File: config.mk
export PLATFORM = sky130hd
export DESIGN_NAME = counter_rr_sched
export DESIGN_NICKNAME = d
export VERILOG_FILES = /design/src/rtl/counter_rr_sched.sv
export SDC_FILE = /design/constraint.sdc
export NUM_CORES = 1
export LEC_CHECK = 0
export ABC_AREA = 1
export CAP_MARGIN = 40
export CORE_MARGIN = 2
export CORE_UTILIZATION = 52
export DETAILED_ROUTE_END_ITERATION = 12
export GPL_TIMING_DRIVEN = 1
export HOLD_SLACK_MARGIN = 0.05
export PLACE_DENSITY = 0.87
export RECOVER_POWER = 25
export SETUP_SLACK_MARGIN = 0.02
export SYNTH_ARGS = -nofsm -noshare
export SYNTH_HDL_FRONTEND = slang
export SYNTH_SLANG_ARGS = --single-unit
File: constraint.sdc
create_clock -name clk -period 6.3 [get_ports clk]
set_input_delay 1.26 -clock clk [delete_from_list [all_inputs] [get_ports clk]]
set_output_delay 1.26 -clock clk [all_outputs]
set_load 0.005 [all_outputs]
File: src/rtl/counter_rr_sched.sv
// Round-robin scheduler that time-shares one loadable up-counter among N_REQ requesters.
// Each granted job loads its start value, counts len clocks, then pulses done with the owner id.
module counter_rr_sched #(
  parameter int N_REQ = 4,
  parameter int W     = 8
) (
  input  logic                     clk,
  input  logic                     rst_n,
  input  logic [N_REQ-1:0]         req,
  input  logic [N_REQ*W-1:0]       start_val,
  input  logic [N_REQ*W-1:0]       len,
  output logic [N_REQ-1:0]         grant,
  output logic                     busy,
  output logic [W-1:0]             cnt_out,
  output logic                     done,
  output logic [$clog2(N_REQ)-1:0] done_id
);
  localparam int IW = $clog2(N_REQ);

  typedef enum logic [1:0] {S_IDLE, S_LOAD, S_COUNT, S_DONE} state_t;

  state_t           state_reg;
  logic [N_REQ-1:0] grant_reg;
  logic             busy_reg;
  logic [W-1:0]     cnt_reg;
  logic             done_reg;
  logic [IW-1:0]    done_id_reg;
  logic [IW-1:0]    last_id_reg;
  logic [IW-1:0]    owner_reg;
  logic [W-1:0]     start_reg;
  logic [W-1:0]     len_reg;
  logic [W-1:0]     rem_reg;

  logic [W-1:0]     start_arr [N_REQ];
  logic [W-1:0]     len_arr   [N_REQ];

  for (genvar gi = 0; gi < N_REQ; gi++) begin : g_slice
    assign start_arr[gi] = start_val[gi*W +: W];
    assign len_arr[gi]   = len[gi*W +: W];
  end

  // Rotate req so bit 0 is the requester right after last_id, then take the lowest set bit.
  logic [2*N_REQ-1:0] req_dbl;
  logic [N_REQ-1:0]   req_rot;
  logic [IW:0]        rot_base;
  logic [IW:0]        pick_sum;
  logic [IW-1:0]      pick_pos;
  logic [IW-1:0]      pick_id;
  logic               pick_valid;

  assign req_dbl  = {req, req};
  assign rot_base = {1'b0, last_id_reg} + (IW+1)'(1);
  assign req_rot  = N_REQ'(req_dbl >> rot_base);

  always_comb begin
    pick_valid = 1'b0;
    pick_pos   = '0;
    for (int i = N_REQ - 1; i >= 0; i--) begin
      if (req_rot[i]) begin
        pick_valid = 1'b1;
        pick_pos   = IW'(i);
      end
    end
  end

  assign pick_sum = rot_base + {1'b0, pick_pos};
  assign pick_id  = (pick_sum >= (IW+1)'(N_REQ)) ? IW'(pick_sum - (IW+1)'(N_REQ)) : IW'(pick_sum);

  always_ff @(posedge clk or negedge rst_n) begin
    if (!rst_n) begin
      state_reg   <= S_IDLE;
      grant_reg   <= '0;
      busy_reg    <= 1'b0;
      cnt_reg     <= '0;
      done_reg    <= 1'b0;
      done_id_reg <= '0;
      last_id_reg <= IW'(N_REQ - 1);
      owner_reg   <= '0;
      start_reg   <= '0;
      len_reg     <= '0;
      rem_reg     <= '0;
    end else begin
      case (state_reg)
        S_IDLE: begin
          if (pick_valid) begin
            owner_reg <= pick_id;
            start_reg <= start_arr[pick_id];
            len_reg   <= len_arr[pick_id];
            grant_reg <= N_REQ'(1) << pick_id;
            busy_reg  <= 1'b1;
            state_reg <= S_LOAD;
          end
        end
        S_LOAD: begin
          cnt_reg   <= start_reg;
          rem_reg   <= len_reg;
          state_reg <= (len_reg == '0) ? S_DONE : S_COUNT;
        end
        S_COUNT: begin
          cnt_reg <= cnt_reg + W'(1);
          rem_reg <= rem_reg - W'(1);
          if (rem_reg == W'(1)) begin
            state_reg <= S_DONE;
          end
        end
        S_DONE: begin
          // First cycle raises done; the second drops it and releases the counter.
          if (!done_reg) begin
            done_reg    <= 1'b1;
            done_id_reg <= owner_reg;
            last_id_reg <= owner_reg;
          end else begin
            done_reg  <= 1'b0;
            grant_reg <= '0;
            busy_reg  <= 1'b0;
            state_reg <= S_IDLE;
          end
        end
        default: state_reg <= S_IDLE;
      endcase
    end
  end

  assign grant   = grant_reg;
  assign busy    = busy_reg;
  assign cnt_out = cnt_reg;
  assign done    = done_reg;
  assign done_id = done_id_reg;

endmodule

### After elaboration in Yosys (flattened, before gate mapping)

Index checks and enable logic that the tools add are counted.

* word-level logic and storage cells: 66
* output and inout bits: 16
* register bits after elaboration: 46

* muxes and demuxes: 29
* $add $sub $neg: 5
* bitwise logic cells: 2
* $lt $le $gt $ge: 2
* equality and inequality tests: 7
* shifts and indexed selects: 2
* reduce and logical (&&, ||, !) cells: 8

Operators with widths (count)
* $bmux 8 s2: 2
* $mux 8: 4
* $pmux 8 s2: 2
* $mux 2: 8
* $add 8x1->8 const B: 1
* $eq 8x1->1 const B: 1
* $logic_not 8->1: 1
* $mux 1: 8
* $mux 4: 2
* $pmux 2 s4: 1
* $pmux 4 s2: 1
* $shr 8x3->4: 1
* $sub 8x1->8 const B: 1
* $ge 3x3->1 const B: 2
* $ne 2x2->1 const B: 3
* $reduce_and 3->1: 2
* $eq 2x2->1 const B: 2
* $reduce_and 2->1: 2
* $reduce_bool 2->1: 2
* $shl 1x2->4 const A: 1
* $add 2x1->3 const B: 1
* $add 3x2->3: 1
* $not 2->3: 1
* $eq 2x1->1 const B: 1
* 4 further kinds: 4

### Depth between registers and ports, before layout

Gate-level depths: netlist of the first run.

* word-level depth: 13
* gate-level depth with buffers: 16
* gate-level depth less buffers: 15

### Least setup slack after synthesis of the first run

OpenSTA, ideal clock, no wires.

* kind: input -> register
* from: in req[2]
* to: reg len_reg[0]
* data required time: 6183 ps
* stages on the path: 13
* data arrival time: 2928 ps
* path slack: 3254 ps
* cell sequence: nand2_1 nand3_1 nand2_1 nand3_1 nand2_1 nand2_1 ha_1 buf_2 clkbuf_1 mux2i_1 nand2_1 nand3_1 nand2_1

* longest elaborated chain between the ends: 12
* elaborated cells on any way between the ends: 18
* classes of those cells: 2 x add/sub; 1 x order compare; 1 x shift; 12 x mux; 1 x bitwise; 1 x reduce/logical

RTL lines
* from (decl): RTL line 9 `input logic [N_REQ-1:0] req,`
* $shr 8x3->4 *: RTL line 53 `assign req_rot = N_REQ'(req_dbl >> rot_base);`
* $mux 2 (4 in series): RTL line 59 `if (req_rot[i]) begin`
* $add 3x2->3: RTL line 66 `assign pick_sum = rot_base + {1'b0, pick_pos};`
* $ge 3x3->1 or $sub 2x1->2 (tied branches): RTL line 67 `assign pick_id = (pick_sum >= (IW+1)'(N_REQ)) ? IW'(pick_sum - (IW+1)'(N_REQ)) : IW'(pick_sum);`
* $mux 2: RTL line 67
* $not 2->3 (implied by the code): RTL line 88 `len_reg <= len_arr[pick_id];`
* $bmux 8 s2: RTL line 88
* $mux 8 (implied by the code) (2 in series): RTL line 88
* to (signal assigned): RTL line 88
* to (decl): RTL line 31 `logic [W-1:0] len_reg;`

Mark *: on every way between the ends. The rest lies on a longest branch, timed or not. The select of a mux whose other input is x is not followed.
A chain may end at the register's enable or synchronous reset.

### Worst setup path after layout of the first run

* from: in req[1]
* to: reg len_reg[0]

Same word-level chain as after synthesis.

==> results of run 1 <==
==> power by group <==
group / total, mW / switching [mW] / internal, mW
combinational: 1.43 / 0.848 / 0.584
sequential: 0.586 / 0.128 / 0.458
clock: 0.190 / 0.101 / 0.0883
==> cell families (layout without fill, tap and decap cells) <==
kind of cell,after synthesis,count (layout),share of synthesized area [%]
AND/OR/NAND/NOR,199,199,30.0
AO/OA/AOI/OAI,48,48,8.50
flip-flops,46,46,39.2
buffers and inverters,43,122,6.71
multiplexers,32,32,10.9
adder cells (fa/ha/maj),9,9,3.82
XOR/XNOR,3,3,0.893
==> cell type report <==
cell class / count / area share (%)
Tap cell: 72 / 2.32
Multi-Input combinational cell: 291 / 40.9
Clock inverter: 2 / 0.322
Inverter: 27 / 2.64
Timing Repair Buffer: 87 / 22.0
Sequential cell: 46 / 29.7
Clock buffer: 6 / 2.12
==> cell usage after synthesis <==
library cell  count  share of area, %
nand2_1         112                14
nand3_1          52               8.8
dfrtp_1          44                37
mux2i_1          32                11
o21ai_0          26               4.4
inv_1            20               2.5
nor2_1           19               2.4
a21oi_1          10               1.7
ha_1              9               3.8
clkbuf_1          6              0.76
o21ai_1           6               1.0
inv_2             5              0.64
buf_2             4              0.68
buf_4             4               1.0
o22ai_1           4              0.85
nand2_4           3               1.1
xor2_1            3              0.89
buf_6             2              0.76
dfstp_2           2               1.8
nand2_2           2              0.42
nand4_1           2              0.42
nor3_1            2              0.34
nor4_1            2              0.42
clkinv_1          1              0.13
clkinv_2          1              0.17
nand3_4           1              0.60
nand3b_1          1              0.26
nor2_2            1              0.21
nor2_4            1              0.38
nor3b_1           1              0.26
o211ai_1          1              0.26
o21a_1            1              0.26
==> final timing paths <==
kind,slack (ns),depth (start not counted),start,endpoint
max,2.98,13,req[1],len_reg[0]$_DFFE_PN0P_
min,0.49,2,start_reg[7]$_DFFE_PN0P_,start_reg[7]$_DFFE_PN0P_
max reg2reg,3.70,13,last_id_reg[0]$_DFFE_PN1P_,len_reg[0]$_DFFE_PN0P_
min reg2reg,0.49,2,start_reg[7]$_DFFE_PN0P_,start_reg[7]$_DFFE_PN0P_
max in group asynchronous,3.37,2,rst_n,start_reg[6]$_DFFE_PN0P_
min in group asynchronous,1.12,1,rst_n,rem_reg[6]$_DFFE_PN0P_
==> worst reg2reg max path: stages (launching register included) <==
cell     delay [ns]
dfstp_2        0.58
inv_2          0.08
nand2_1        0.10
nand3_1        0.08
nand2_1        0.14
nand3_1        0.09
nand2_1        0.07
nand2_1        0.07
ha_1           0.28
buf_4          0.44
mux2i_1        0.31
nand3_1        0.11
nand3_1        0.09
nand2_1        0.05
==> layer usage <==
metal	up-vias	global-route usage, %	routed length, um
met5	-	0	0
met4	0	7.07	97
met3	9	3.75	409
met2	90	42.1	3560
met1	1302	30.0	3070
li1	1430	-	-
==> through the flow <==
| step | instances | area (um^2) | hold WS, ns | setup slack [ns] |
|---|---|---|---|---|
| detailed placement | 523 | 3810 | 0.471 | 2.70 |
| CTS | 531 | 3910 | 0.495 | 3.01 |
| global placement | 522 | 3790 | 0.458 | 2.76 |
| floorplan | 380 | 2940 | 0.444 | 3.25 |
| finish | 531 | 3890 | 0.493 | 2.98 |
| global route | 531 | 3890 | 0.526 | 2.76 |
==> flow_metrics.py, run 1 <==
metrics = {
    "outcome": {
        "outcome": "finished, final reports clean",
    },
    "floorplan": {
        "start_util_pct": 53.8,
        "fp.coreArea_um2": 5470,
        "die_x_um": 79.2,
        "die_area_um2": 6280,
        "std_cell_rows": 27,
        "ioPinCount": 86,
        "dieHeight_um": 79.2,
    },
    "timing": {
        "worst_pin_slew_ns": 1.38,
        "rsz0062_at_grt": "no",
        "setup_violations": 0,
        "finalSetupTns_ns": 0,
        "fin_crit_ns": 3.32,
        "relSlewSlack_pct": 8.04,
        "skew_ns": 0.00801,
        "hold_viol": 0,
        "max_clock_freq_mhz": 301,
        "fin_crit_sh_pct": 52.7,
        "drv_slew": 0,
    },
    "yosys": {
        "synth.distinct_cells": 32,
        "yosys_register_bits": 46,
        "ys_seq_area_share_pct": 39.2,
        "syn-cell-area_um2": 2940,
        "ys_warn_count": 0,
        "synthCells": 380,
        "syn_area_per_cell_um2": 7.75,
        "syn_nets": 459,
    },
    "detailed_routing": {
        "drc": 0,
        "first_pass_iters": 4,
        "wl_per_cell_um": 13.4,
        "vias": 2831,
        "drt-initial-drc-count": 161,
        "wl_mm": 7.14,
        "viasPerCell": 5.33,
        "drtAntennaViolNets": 0,
    },
    "finish": {
        "synthToLayoutAreaGrowth_pct": 32.1,
        "layout_common_cells": "112 x nand2_1, 84 x clkdlybuf4s50_1, 52 x nand3_1",
        "multiInputGateArea_um2": 1590,
        "num_antenna_cells": 0,
        "regArea_um2": 1150,
        "final_nets": 537,
        "fill_cells": 443,
        "fin_util_pct": 71.1,
        "drive_gt1_share_pct": 5.45,
        "final_common_cell": "nand2_1",
    },
    "worst_setup_path": {
        "cpPeakStageDelay_ns": 0.44,
        "worstPathRequired_ns": 6.50,
        "critPathKind": "input pin to register",
        "crit_top_cell": "nand2_1",
        "cp_max_fo": 34,
        "end_kind": "register",
        "crit_path_start_kind": "input pin",
        "crit_chain": "clkdlybuf4s50_1 -> nand2_1 -> nand3_1 -> nand2_1 -> nand3_1 -> nand2_1 -> nand2_1 -> ha_1 -> buf_4 -> mux2i_1 -> nand3_1 -> nand3_1 -> nand2_1",
        "arrival_ns": 3.52,
        "cpLargestDelayFamily": "buffers and inverters",
        "path_buf_inv": 2,
        "slowest_stage": "buf_4",
    },
    "clock_network": {
        "clock-root-buffer": "clkbuf_8",
        "cts_tree": "done",
        "cts_inserted_buffers": 5,
        "worstSkewPairLatency_ns": 0.30,
        "h-tree-depth": 2,
        "ctsHoldBuffers": 0,
        "ctsResizeCount": 0,
        "clock-sinks": 46,
        "clock_path_buffers": 2,
        "cts_setup_buffers": 0,
        "clk_transition_reported_paths_ns": 0.09,
    },
    "global_routing": {
        "grt_first_pass_wirelength_mm": 12.1,
        "grt_max_degree": 35,
        "grt.total_usage_pct": 23.8,
        "grt_overflow": 0,
        "grt_pass1_vias": 2733,
        "antenna_found_initial": 0,
    },
    "pwr": {
        "max-vdd-ir-drop_mv": 0.569,
        "finalPower_mw": 2.21,
        "p_per_area_nw_per_um2": 567,
        "p_leak_nw": 1.82,
    },
    "placement": {
        "io_buffers": 85,
        "gp_congestion": 0.886,
        "place_hpwl_mm": 5.50,
    },
    "flow_run": {
        "drv_cap": 0,
    },
    "hold_path": {
        "worstHoldPathType": "register to register",
    },
}
Power figures use the tool's default switching activity.
==> run 2, diff against run 1 <==
--- a/config.mk
+++ b/config.mk
@@ -8,11 +8,11 @@
 export ABC_AREA = 1
 export CAP_MARGIN = 40
 export CORE_MARGIN = 2
-export CORE_UTILIZATION = 52
+export CORE_UTILIZATION = 43
 export DETAILED_ROUTE_END_ITERATION = 12
 export GPL_TIMING_DRIVEN = 1
 export HOLD_SLACK_MARGIN = 0.05
-export PLACE_DENSITY = 0.87
+export PLACE_DENSITY = 0.77
 export RECOVER_POWER = 25
 export SETUP_SLACK_MARGIN = 0.02
 export SYNTH_ARGS = -nofsm -noshare
==> constraint.sdc (replaced) <==
create_clock -name clk -period 2.7 [get_ports clk]
set_input_delay 0.54 -clock clk [delete_from_list [all_inputs] [get_ports clk]]
set_output_delay 0.54 -clock clk [all_outputs]
set_load 0.005 [all_outputs]
==> run 2 against run 1 <==
  * Power is 140% higher
  * Core utilization down 12 points
  * Global-route usage is 4.5 points lower
  * Die area up 20%
  * Worst hold slack worse by 0.16 ns
  * Final cell count up 3.0%
  * Critical endpoint unchanged
  * Highest routed layer unchanged
==> flow_metrics.py, run 2 (synthesis gave the netlist of run 1 again) <==
metrics = {
    "outcome": {
        "outcome": "finished, final reports clean",
    },
    "finish": {
        "final_common_cell": "nand2_1",
        "final_nets": 545,
        "fin_area_um2": 3980,
        "synthToLayoutAreaGrowth_pct": 35.1,
        "layout_common_cells": "112 x nand2_1, 84 x clkdlybuf4s50_1, 52 x nand3_1",
        "drive_gt1_share_pct": 7.28,
        "num_antenna_cells": 0,
    },
    "floorplan": {
        "fp.coreArea_um2": 6720,
        "std_cell_rows": 30,
        "dieHeight_um": 86.7,
        "die_x_um": 86.7,
        "start_util_pct": 43.8,
        "ioPinCount": 86,
        "die_area_um2": 7520,
    },
    "timing": {
        "hold_slack_ns": 0.336,
        "fin_crit_ns": 2.38,
        "setup_violations": 0,
        "hold_viol": 0,
        "setup_ws_ns": 0.316,
        "drv_slew": 0,
        "relSlewSlack_pct": 16.0,
        "worst_pin_slew_ns": 1.26,
        "rsz0062_at_grt": "no",
        "max_clock_freq_mhz": 419,
        "skew_ns": 0.0156,
        "finalSetupTns_ns": 0,
        "fin_crit_sh_pct": 88.3,
    },
    "pwr": {
        "p_per_area_nw_per_um2": 1340,
        "max-vdd-ir-drop_mv": 0.975,
        "p_leak_nw": 1.87,
    },
    "clock_network": {
        "worstSkewPairLatency_ns": 0.31,
        "clock-sinks": 46,
        "cts_tree": "done",
        "cts_setup_buffers": 0,
        "clock_path_buffers": 2,
        "ctsResizeCount": 0,
        "clock-root-buffer": "clkbuf_8",
        "h-tree-depth": 2,
        "clk_transition_reported_paths_ns": 0.10,
        "cts_inserted_buffers": 5,
        "ctsHoldBuffers": 0,
    },
    "detailed_routing": {
        "vias": 2828,
        "wl_per_cell_um": 13.1,
        "wl_mm": 7.16,
        "first_pass_iters": 5,
        "viasPerCell": 5.17,
        "drt-initial-drc-count": 140,
        "drc": 0,
        "drtAntennaViolNets": 0,
    },
    "worst_setup_path": {
        "cpPeakStageDelay_ns": 0.49,
        "reg2reg_from": "last_id_reg[0]$_DFFE_PN1P_",
        "cp_max_fo": 34,
        "arrival_ns": 2.57,
        "critPathKind": "input pin to register",
        "crit_path_start_kind": "input pin",
        "crit_chain": "clkdlybuf4s50_1 -> nand2_1 -> nand3_1 -> nand3_1 -> nand2_1 -> nand2_1 -> ha_2 -> buf_12 -> mux2i_1 -> nand3_1 -> nand3_1 -> nand2_1",
        "critPathLaunch": "req[3]",
        "end_kind": "register",
        "worstPathRequired_ns": 2.89,
        "slowest_stage": "clkdlybuf4s50_1",
    },
    "global_routing": {
        "grt_overflow": 0,
        "grt_first_pass_wirelength_mm": 11.8,
        "grt.total_usage_pct": 19.3,
        "grt_pass1_vias": 2654,
        "grt_max_degree": 35,
        "antenna_found_initial": 0,
    },
    "placement": {
        "pre_cts_ws_ns": 0.0167,
        "place_hpwl_mm": 5.59,
        "placed_area_um2": 3900,
        "gp_congestion": 0.837,
        "io_buffers": 85,
    },
    "hold_path": {
        "worstHoldPathType": "input pin to async pin",
    },
    "flow_run": {
        "drv_cap": 0,
    },
}
[run 2: final timing paths]
kind / endpoint / slack [ns] / cells after the start
setup reg to reg: len_reg[0]$_DFFE_PN0P_ / 0.33 / 13
setup / recovery: len_reg[0]$_DFFE_PN0P_ / 0.32 / 12
hold reg to reg: start_reg[0]$_DFFE_PN0P_ / 0.48 / 2
min in group clk: start_reg[0]$_DFFE_PN0P_ / 0.48 / 2
hold / removal: cnt_out[4]$_DFFE_PN0P_ / 0.34 / 1
max in group asynchronous: grant[1]$_DFFE_PN0P_ / 0.57 / 2
[run 2: worst max-delay path, delay by kind of cell]
kind                       cells  cell delay (ns)
buffers and inverters          2             0.72
muxes                          1             0.24
adders and majority gates      1             0.35
and+or+nand+nor                8             0.71
[run 2: report_power, final]
group	internal (mW)	leakage [nW]	switching (mW)
logic	1.53	1.27	2.03
registers	1.07	0.558	0.297
clock network	0.182	0.0441	0.239
[run 2: area by class of cell]
type,count,area (um^2)
clock buffer,5,68.8
clock inverter,3,21.3
fill,584,2740
inverter,27,103
multi-input combinational,291,1600
sequential,46,1150
tap,80,100
timing repair buffer,95,937
[run 2: metal layers]
metal | track usage, % | wire length (um)
met3 | 2.67 | 357
met2 | 31.7 | 3480
met4 | 5.54 | 97
met1 | 26.7 | 3230
met5 | 0 | 0
[run 2: stage by stage]
stage	cells	util, %	power, mW
final	547	59.2	5.35
after global routing	547	59.2	5.91
after CTS	547	59.3	5.38
after detailed placement	539	58.0	4.93
after global placement	538	57.7	4.81
after floorplan	380	-	3.98
==> run 3, diff against run 2 <==
--- a/config.mk
+++ b/config.mk
@@ -15,6 +15,7 @@
 export PLACE_DENSITY = 0.77
 export RECOVER_POWER = 25
 export SETUP_SLACK_MARGIN = 0.02
+export SKIP_LAST_GASP = 1
 export SYNTH_ARGS = -nofsm -noshare
 export SYNTH_HDL_FRONTEND = slang
 export SYNTH_SLANG_ARGS = --single-unit
==> results of run 3 <==
Final layout, timing and power as in run 2 (identical DEF).
